<file path="src/rtl/logicnet_seq_pkg.sv">
// Shared types and helpers for the LogicNet layer sequencer.
package logicnet_seq_pkg;

  typedef enum logic [1:0] {
    IDLE = 2'd0,
    EVAL = 2'd1,
    DONE = 2'd2
  } state_t;

  localparam int WAIT_W = 2;

  function automatic logic [31:0] sat_inc(input logic [31:0] v);
    return (v == 32'hFFFF_FFFF) ? v : v + 32'd1;
  endfunction

endpackage

</file>
<file path="src/rtl/logicnet_seq_perf.sv">
// Saturating inference/stall counters for the layer sequencer.
module logicnet_seq_perf
  import logicnet_seq_pkg::*;
(
  input  logic        clk,
  input  logic        rst_n,
  input  logic        infer_evt,
  input  logic        stall_evt,
  output logic [31:0] perf_infer_cnt,
  output logic [31:0] perf_stall_cnt
);

  always_ff @(posedge clk or negedge rst_n) begin
    if (!rst_n) begin
      perf_infer_cnt <= '0;
      perf_stall_cnt <= '0;
    end else begin
      if (infer_evt) perf_infer_cnt <= sat_inc(perf_infer_cnt);
      if (stall_evt) perf_stall_cnt <= sat_inc(perf_stall_cnt);
    end
  end

endmodule

</file>
<file path="src/rtl/logicnet_layer_sequencer.sv">
// Steps one inference through NUM_LAYERS LUT layers, feeding each result back.
// Optional counters enabled by LOGICNET_SEQ_PERF_EN.
module logicnet_layer_sequencer
  import logicnet_seq_pkg::*;
#(
  parameter int ACT_W      = 64,
  parameter int NUM_LAYERS = 5,
  parameter int LUT_LAT    = 1,
  parameter int LSEL_W     = 3
) (
  input  logic              clk,
  input  logic              rst_n,
  input  logic              in_valid,
  output logic              in_ready,
  input  logic [ACT_W-1:0]  in_data,
  output logic              out_valid,
  input  logic              out_ready,
  output logic [ACT_W-1:0]  out_data,
  input  logic              flush,
  output logic              lut_en,
  output logic [LSEL_W-1:0] lut_layer_sel,
  output logic [ACT_W-1:0]  lut_in,
  input  logic [ACT_W-1:0]  lut_out,
  output logic              busy
`ifdef LOGICNET_SEQ_PERF_EN
  ,
  output logic [31:0]       perf_infer_cnt,
  output logic [31:0]       perf_stall_cnt
`endif
);

  if (NUM_LAYERS < 1 || LUT_LAT < 0 || LUT_LAT > 3 || (1 << LSEL_W) < NUM_LAYERS) begin : g_bad_cfg
    $error("logicnet_layer_sequencer: illegal NUM_LAYERS/LUT_LAT/LSEL_W");
  end

  localparam logic [WAIT_W-1:0] LAT_MAX    = WAIT_W'(LUT_LAT);
  localparam logic [LSEL_W-1:0] LAST_LAYER = LSEL_W'(NUM_LAYERS - 1);

  state_t             state_q, state_d;
  logic [ACT_W-1:0]   act_q;
  logic [LSEL_W-1:0]  layer_q;
  logic [WAIT_W-1:0]  wait_q;
  logic               lut_sample;

  assign lut_sample = (state_q == EVAL) && (wait_q == LAT_MAX);

  // NOTE: sequential state uses non-blocking assignments so every register
  // samples pre-edge values regardless of process evaluation order.
  always_ff @(posedge clk or negedge rst_n) begin
    if (!rst_n) state_q <= IDLE;
    else        state_q <= state_d;
  end

  always_comb begin
    state_d = state_q;
    if (flush) begin
      state_d = IDLE;
    end else begin
      case (state_q)
        IDLE:    if (in_valid)                               state_d = EVAL;
        EVAL:    if (lut_sample && layer_q == LAST_LAYER)     state_d = DONE;
        DONE:    if (out_ready)                              state_d = IDLE;
        default:                                             state_d = IDLE;
      endcase
    end
  end

  // Flush clears the counters but keeps the last activation.
  always_ff @(posedge clk or negedge rst_n) begin
    if (!rst_n) begin
      act_q   <= '0;
      layer_q <= '0;
      wait_q  <= '0;
    end else if (flush) begin
      layer_q <= '0;
      wait_q  <= '0;
    end else begin
      case (state_q)
        IDLE: if (in_valid) begin
          act_q   <= in_data;
          layer_q <= '0;
          wait_q  <= '0;
        end
        EVAL: if (lut_sample) begin
          act_q  <= lut_out;
          wait_q <= '0;
          if (layer_q != LAST_LAYER) layer_q <= layer_q + LSEL_W'(1);
        end else begin
          wait_q <= wait_q + WAIT_W'(1);
        end
        default: ;
      endcase
    end
  end

  // NOTE: every output gets a default first so no path through the block
  // leaves a value unassigned and infers a latch.
  always_comb begin
    in_ready      = 1'b0;
    out_valid     = 1'b0;
    out_data      = '0;
    lut_en        = 1'b0;
    lut_layer_sel = '0;
    busy          = 1'b0;
    lut_in        = act_q;
    case (state_q)
      IDLE: in_ready = 1'b1;
      EVAL: begin
        lut_en        = 1'b1;
        lut_layer_sel = layer_q;
        busy          = 1'b1;
      end
      DONE: begin
        out_valid = 1'b1;
        out_data  = act_q;
        busy      = 1'b1;
      end
      default: ;
    endcase
  end

`ifdef LOGICNET_SEQ_PERF_EN
  // A handshake coinciding with flush is abandoned, so it is not counted.
  logicnet_seq_perf u_perf (
    .clk            (clk),
    .rst_n          (rst_n),
    .infer_evt      ((state_q == DONE) && out_ready && !flush),
    .stall_evt      ((state_q == DONE) && !out_ready),
    .perf_infer_cnt (perf_infer_cnt),
    .perf_stall_cnt (perf_stall_cnt)
  );
`endif

endmodule

</file>
<file path="config.mk">
export PLATFORM = sky130hd
export DESIGN_NAME = logicnet_layer_sequencer
export DESIGN_NICKNAME = d
export VERILOG_FILES = /design/src/rtl/logicnet_seq_pkg.sv /design/src/rtl/logicnet_seq_perf.sv /design/src/rtl/logicnet_layer_sequencer.sv
export SDC_FILE = /design/constraint.sdc
export NUM_CORES = 1
export LEC_CHECK = 0
export CAP_MARGIN = 20
export CORE_MARGIN = 10
export CORE_UTILIZATION = 60
export CTS_BUF_LIST = sky130_fd_sc_hd__clkbuf_4
export DETAILED_ROUTE_END_ITERATION = 10
export DONT_BUFFER_PORTS = 1
export GPL_TIMING_DRIVEN = 0
export MAX_ROUTING_LAYER = met4
export PLACE_DENSITY = 0.82
export SYNTH_ARGS = -nofsm -noshare
export SYNTH_HDL_FRONTEND = slang
export SYNTH_SLANG_ARGS = --single-unit
</file>
<file path="constraint.sdc">
create_clock -name clk -period 4.63 [get_ports clk]
set_clock_uncertainty 0.05 [all_clocks]
set_input_delay 0.463 -clock clk [delete_from_list [all_inputs] [get_ports clk]]
set_output_delay 0.463 -clock clk [all_outputs]
set_load 0.02 [all_outputs]
</file>
# Yosys cells after proc, flatten, opt, wreduce, memory -nomap -nowiden
# Index checks and enable logic that the tools add are counted.
[op_classes] addsub=2 eq_ne=12 muxes=23 n_bitwise=1 reduce_logical=10
[op_table] cell="64-bit 2-to-1 mux" count=3
[op_table] cell="64-bit case mux with 2 select lines" count=1
[op_table] cell="3-bit 2-to-1 mux" count=5
[op_table] cell="2-bit 2-to-1 mux" count=7
[op_table] cell="3-bit != test, second input constant" count=4
[op_table] cell="4-bit AND reduction" count=2
[op_table] cell="3-bit by 2-bit != test with 1-bit output, second input constant" count=2
[op_table] cell="2-bit case mux with 3 select lines" count=1
[op_table] cell="3-bit case mux with 2 select lines" count=1
[op_table] cell="2-bit by 1-bit equality test with 1-bit output, second input constant" count=2
[op_table] cell="1-bit 2-to-1 mux" count=4
[op_table] cell="2-bit != test, second input constant" count=2
[op_table] cell="2-bit case mux with 2 select lines" count=1
[op_table] cell="3-bit by 1-bit adder with 3-bit output, second input constant" count=1
[op_table] cell="3-bit equality test, second input constant" count=1
[op_table] cell="3-bit AND reduction" count=1
[op_table] cell="3-bit nonzero test" count=1
[op_table] cell="2-bit by 1-bit adder with 2-bit output, second input constant" count=1
[op_table] cell="2-bit equality test, second input constant" count=1
[op_table] cell="1-bit logical AND" count=2
[op_table] cell="2-bit logical NOT" count=1
[op_table] cell="2-bit AND reduction" count=1
[op_table] cell="2-bit nonzero test" count=1
[op_table] cell="2-bit OR reduction" count=1
[op_table] cell="1-bit NOT" count=1
[totals] reg_bits=71 inputBits=133 output_inout_bits=135 elab_cells=52

# Depth between registers and ports, before layout
# Gate-level depths: netlist of run 1.
[depth] word_depth=6 ltp_mapped=8

# Least setup slack after synthesis of run 1
# Ideal clock, no wire load.
[synth_path] path_kind="register to register" start="register state_q[1]" end="register act_q[42] (netlist: lut_in[42])" setup_time_ns=0.125 t_arrival_ns=2.125 required_time_ns=4.455 setup_slack_ns=2.330 path_stages_with_launch=8 path_buffers=3 synth_period_minus_slack_ns=2.300 path_cell_list="dfrtp_1 > inv_1 > ha_1 > buf_2 > buf_2 > clkbuf_1 > mux2_2 > mux2_2"
[synth_via] elab_chain_cells=4
[synth_lines] item="start, declared" line="logicnet_layer_sequencer.sv:39" text="state_t state_q, state_d;"
[synth_lines] item="start signal, assigned" line="logicnet_layer_sequencer.sv:51" text="else state_q <= state_d;"
[synth_lines] item="2-bit by 1-bit equality test with 1-bit output" line="logicnet_layer_sequencer.sv:45, logicnet_layer_sequencer.sv:78"
[synth_lines] item="1-bit logical AND" line="logicnet_layer_sequencer.sv:45" text="assign lut_sample = (state_q == EVAL) && (wait_q == LAT_MAX);"
[synth_lines] item="2-bit != test (no line)"
[synth_lines] item="4-bit AND reduction (no line)"
[synth_lines] item="end signal, assigned" line="logicnet_layer_sequencer.sv:80" text="act_q <= in_data;"
[synth_lines] item="end signal, assigned" line="logicnet_layer_sequencer.sv:85" text="act_q <= lut_out;"
[synth_lines] item="end, declared" line="logicnet_layer_sequencer.sv:40" text="logic [ACT_W-1:0] act_q;"
# Several ways; a longest one is shown, not always the timed one.
# A chain may end at the register's enable or synchronous reset.

# Worst setup path in the final report of run 1
[layout_path] start="register state_q[0]" end="output out_data[31]"
[layout_via] elab_chain_cells=2
[layout_lines] item="2-bit equality test" line="logicnet_layer_sequencer.sv:106" text="case (state_q)"
[layout_lines] item="64-bit 2-to-1 mux" line="logicnet_layer_sequencer.sv:106"
[layout_lines] item="end, declared" line="logicnet_layer_sequencer.sv:18" text="output logic [ACT_W-1:0] out_data,"
# Every way passes these cells.

==> results.md, run 1 <==
* Count leader, synth: mux2_2
* CTS max path bufs at 2
* Worst-Skew Late Latency at 0.41 ns
* Total grt overflow at 0
* Final hold vios at 0
* Die width at 104 um
* Initial core utilization at 61.7%
* # port buffers at 0
* Setup crit start kind: flop
* Full die area at 10700 um^2
* Largest cells by area after synthesis: dfrtp_1, mux2_2, and2_1
* Synth Net Count at 485
* DR WL/cell at 27.7 um
* Seq pwr share at 47.4%
* Switching Power at 1.49 mW
* Setup crit end kind: primary output
* Placed Cells at 441
* Final period util at 65.5%
* Final hold slack at 0.206 ns
* Critical path class: reg -> out
* Async SR Flop Fraction at 100%
* Final setup fails at 0
* Max cap viols at 0
* Final instance area at 4560 um^2
* Unrepaired setup endpoints after global routing: false
* Worst-path clk slew at 0.12 ns
* CTS resizes at 0
* Synth cell types at 31
* Synth Area in Simple Gates at 13.0%
* Dominant cell type by area after synthesis: dfrtp_1
* DR iter-0 viols at 67
* Outcome: completed
* Critical Path Fanout Max at 10
* Netlist Area Pre-Place at 4190 um^2
* Sw Share at 44.7%
* Synth cell count leaders: mux2_2, dfrtp_1, and2_1
* Antenna Cells at 0
* Seq/Total Area, Yosys at 42.4%
* Synth Flop Type: dfrtp_1
* Max Clk Rate at 330 MHz
* Routability congestion estimate at 0.835
* First-pass GRT wire length at 19400 um
* IO Pins at 268
* Adder-cell share of the synthesized area at 2.09%
* Dpl ws at 1.85 ns
* Post-synth top area share at 42.4%
* Initial antenna violation count at 0
* Mux cell area share after synthesis at 35.6%
* Hold-fix buffers, CTS at 2
* Post-synthesis cell count at 345
* Area delta synth->final at 8.71%
* Power Density at 734 nW/um^2
* Ys Warns at 0
* Worst-Margin Slew at 0.737 ns
* Setup WS post-layout at 1.60 ns
* Synth Area in Compound Gates at 3.04%
* Routed vias/inst at 6.07
* Area after DPL at 4310 um^2
* WP data arrival at 2.52 ns
* Int Pwr at 1.85 mW
* Largest family of logic cells by synthesized area: multiplexers
* Xor/xnor cell area share of the yosys netlist at 0%
* Critical Path RT at 4.12 ns
* Setup TNS Final at 0 ns
* # Post-CTS Setup Buffers at 0
* # clock sinks at 71
* Gr usage total at 23.2%
* Largest net degree at the start of global routing at 72
* Post-detail-place hpwl at 10200 um
* Post-synth EDFFs at 0
* DRT Pass-1 Iters at 4
* Final #Nets at 498
* Mean Syn Cell Area at 12.2 um^2
* CTS root buffer: clkbuf_4
* Tmin final at 3.03 ns
* Core area at 6790 um^2
* Layout cells sized above 1 at 41.9%
* Static Leak at 1.90 nW
* Max-slew violations at 0
* Number of global-route vias before repair at 3204
* Die height at 104 um
* Synthesis-stage register bit count at 71
* Post-route ant nets at 0
* Cell row count at 30
* Via count at 2785
* CTS tree: yes
* H-tree depth at 3
* Slew HR at 50.9%
* Number of buffers created by CTS at 9
* Layout Cells excl Fill at 459
* VDD IR max at 383 uV
* Type of the most critical hold path: in -> reg
* Logic pwr share at 35.9%
* Clk network pwr share at 16.7%
* Detailed-route wire length at 12700 um
* Drt drc at 0
-- cell families after synthesis --
| group | count (synthesis) |
|---|---|
| adders and majority gates | 7 |
| buffers and inverters | 31 |
| DFF | 71 |
| muxes | 133 |
| and+or+nand+nor | 88 |
| AOI/OAI and AO/OA | 15 |
-- placed cells by master, fill, tap and decap left out, types with 2 or more instances in the layout --
cell type	synthesis	layout
o211a_1	2	2
o22ai_1	2	2
clkbuf_4	0	10
mux2_2	124	124
clkbuf_1	15	15
ha_1	7	7
nor2b_1	5	5
nor2_1	3	3
buf_6	6	6
inv_1	7	7
nand2b_1	5	5
dfrtp_1	71	71
a31oi_1	3	3
nand3_1	2	2
bufinv_16	0	4
mux2i_1	4	4
buf_2	3	3
and2_1	67	67
mux2_1	5	5
-- power by group through the flow --
stage,sequential (mW),combinational (mW),clock [mW]
detailed placement,1.61,1.20,0
floorplan,1.47,1.01,0
global placement,1.60,1.16,0
global route,1.64,1.31,0.590
finish,1.59,1.20,0.560
CTS,1.60,1.22,0.565
-- sequential cells by signal, summed over array words and instances (netlist names) --
signal,flops
state_q,2
layer_q,3
wait_q,2
lut_in,64
-- path summary, 6_finish.rpt --
kind,startpoint,to,slack (ns),cells after the start
min in group asynchronous,rst_n,lut_in[42],0.54,2
worst max register to register,state_q[1],lut_in[43],1.87,7
max in group asynchronous,rst_n,lut_in[21],3.70,2
worst min-delay path,flush,state_q[1],0.21,2
worst max-delay path,state_q[0],out_data[31],1.60,5
worst min register to register,state_q[1],state_q[1],0.53,2
-- stage by stage --
| stage | power, mW | util, % |
|---|---|---|
| global route | 3.53 | 67.1 |
| finish | 3.35 | 67.1 |
| detailed placement | 2.81 | 63.5 |
| global placement | 2.76 | 63.5 |
| CTS | 3.38 | 67.1 |
| floorplan | 2.47 | - |
-- per-layer routing --
metal  up-vias  part of all wire (%)  GRT usage, %
met1      1379                    37          23.2
li1       1227                     -             -
met2       171                    53          40.7
met4         0                  0.90          4.74
met3         8                   9.9          10.6
met5         -                     0             -
-- cell type report --
type	count	area, um^2
Buffer	24	139
Clock buffer	10	75.1
Clock inverter	6	133
Fill cell	509	2230
Inverter	7	26.3
Multi-Input combinational cell	243	2250
Sequential cell	71	1780
Tap cell	96	120
Timing Repair Buffer	2	37.5
-- critical path: stages, from the launching register on --
cell	delay, ns
dfrtp_1	0.44
inv_1	0.12
ha_1	0.33
clkbuf_1	0.45
clkbuf_1	0.41
and2_1	0.36
No activity file was read; power rests on OpenSTA's default activity.
==> inputs of run 2 (changes only) <==
clock period = 3.1 ns   (was 4.63 ns; I/O delays follow)
==> run 2 against run 1 <==
Global-route usage unchanged. Final area hardly changed. Clock power grew 49%. Combinational power increased by 49%. Via count down 0.39%. Critical path depth grew 2. Total power grew 49%. Cell count unchanged. Largest cell class unchanged. First-iteration DRC count unchanged. Sequential share of layout area about the same. Core utilization hardly changed. Highest routed layer unchanged. Non-clock buffer count unchanged.
==> results.md, run 2 (synthesized netlist as in run 1, its figures left out) <==
* Outcome: completed
* Static Leak at 1.91 nW (+0.18%)
* Tmin final at 2.76 ns
* Cell row count at 30 (unchanged)
* Critical Path RT at 3.34 ns (-0.78 ns)
* Type of the most critical hold path: in -> reg
* Worst-Skew Late Latency at 0.41 ns (about the same)
* First-pass GRT wire length at 19400 um (unchanged)
* Fill cell count at 508 (-0.20%)
* Sw Share at 44.6% (about the same)
* Final period util at 89.1%
* DR WL/cell at 27.7 um (about the same)
* Routed vias/inst at 6.04 (-0.39%)
* Number of buffers created by CTS at 9 (unchanged)
* # port buffers at 0 (unchanged)
* Unrepaired setup endpoints after global routing: false
* CTS root buffer: clkbuf_4
* Clk network pwr share at 16.7% (about the same)
* Largest net degree at the start of global routing at 72 (unchanged)
* Area delta synth->final at 8.74% (about the same)
* Setup crit end kind: flop
* Core area at 6790 um^2 (unchanged)
* Max reg flops at 64 (unchanged)
* # clock sinks at 71 (unchanged)
* Setup TNS Final at 0 ns (unchanged)
* Critical Path Fanout Max at 10 (unchanged)
* Int Pwr at 2.77 mW (+49%)
* Critical path class: reg -> reg
* Worst-Margin Slew at 0.736 ns (-0.000273 ns)
* Post-route ant nets at 0 (unchanged)
* Total grt overflow at 0 (unchanged)
* Detailed-route wire length at 12700 um (about the same)
* Setup WS post-layout at 0.337 ns (-1.26 ns)
* Die height at 104 um (unchanged)
* Max-slew violations at 0 (unchanged)
* Post-detail-place hpwl at 10200 um (unchanged)
* Final core utilization at 67.1% (about the same)
* Number of global-route vias before repair at 3204 (unchanged)
* H-tree depth at 3 (unchanged)
* Initial core utilization at 61.7% (unchanged)
* Seq pwr share at 47.4% (about the same)
* Most frequent cells in the layout: mux2_2, dfrtp_1, and2_1
* Final #Nets at 498 (unchanged)
* Dpl ws at 0.318 ns (-1.53 ns)
* Final setup fails at 0 (unchanged)
* Max cap viols at 0 (unchanged)
* Logic pwr share at 35.9% (about the same)
* Full die area at 10700 um^2 (unchanged)
* Gr usage total at 23.2% (unchanged)
* CTS tree: yes
* DRT Pass-1 Iters at 4 (unchanged)
* Final hold vios at 0 (unchanged)
* WP data arrival at 3.01 ns (+0.49 ns)
* Routability congestion estimate at 0.835 (unchanged)
* IO Pins at 268 (unchanged)
* Slew HR at 50.9% (about the same)
* Layout cells sized above 1 at 42.1% (+0.28 points)
* Max Clk Rate at 362 MHz
* Switching Power at 2.23 mW (+49%)
* Via count at 2774 (-0.39%)
* VDD IR max at 573 uV (+49%)
* Die width at 104 um (unchanged)
* Initial antenna violation count at 0 (unchanged)
* Setup crit start kind: flop
* Power Density at 1100 nW/um^2 (+49%)
* CTS max path bufs at 2 (unchanged)
* Most common cell after layout, fill and taps aside: mux2_2
* Worst-path clk slew at 0.11 ns (about the same)
* # Post-CTS Setup Buffers at 0 (unchanged)
* Drt drc at 0 (unchanged)
* Antenna Cells at 0 (unchanged)
* DR iter-0 viols at 67 (unchanged)
## run 2: power groups by stage
stage                     Clock [mW]  Sequential (mW)  Combinational, mW
after floorplan                    0             2.19               1.50
after global routing           0.881             2.44               1.95
final                          0.836             2.37               1.79
after CTS                      0.844             2.39               1.82
after global placement             0             2.39               1.73
after detailed placement           0             2.40               1.79
## run 2: worst paths after layout
kind                                   end  startpoint  depth (start not counted)  slack [ns]
worst max register to register  lut_in[43]  state_q[1]                          7        0.34
worst min register to register  state_q[1]  state_q[1]                          2        0.54
worst min-delay path            state_q[1]       flush                          2        0.05
max in group asynchronous       lut_in[21]       rst_n                          2        2.32
worst max-delay path            lut_in[43]  state_q[1]                          7        0.34
min in group asynchronous       lut_in[42]       rst_n                          2        0.38
## run 2: through the flow
stage               hold slack (ns)  power [mW]  cells  instance area [um^2]
floorplan                   -0.0356        3.70    345                  4190
global placement            -0.0334        4.12    441                  4310
detailed placement          -0.0339        4.19    441                  4310
CTS                          0.0292        5.05    459                  4560
global route                 0.0361        5.27    459                  4560
finish                       0.0506        5.00    459                  4560
## run 2: cell type report
cell class	instances	area [um^2]	share of cell area, %
clock inverter	6	133	2.91
buffer	24	140	3.07
timing repair buffer	2	37.5	0.823
sequential	71	1780	39.0
inverter	7	26.3	0.576
clock buffer	10	75.1	1.65
tap	96	120	2.63
multi-input combinational	243	2250	49.4
## run 2: critical path, stage by stage, from the launching register on
cell and delay (ns):
dfrtp_1 0.42, inv_1 0.12, ha_1 0.31, buf_2 0.25, buf_2 0.32, clkbuf_1 0.50
mux2_2 0.40, mux2_2 0.26
## run 2: timing repair
item                                    CTS  global route
hold buffers                              2             0
endpoints found under the setup margin    0             1
hold endpoints to repair                 71             0
gates resized for setup                   0             2
## run 2: layer usage
| layer | global-route usage (%) | wire length, um | vias to the layer above |
|---|---|---|---|
| met4 | 4.74 | 114 | 0 |
| met3 | 10.6 | 1230 | 8 |
| li1 | - | - | 1227 |
| met1 | 23.2 | 4680 | 1376 |
| met2 | 40.7 | 6690 | 163 |
| met5 | - | 0 | - |
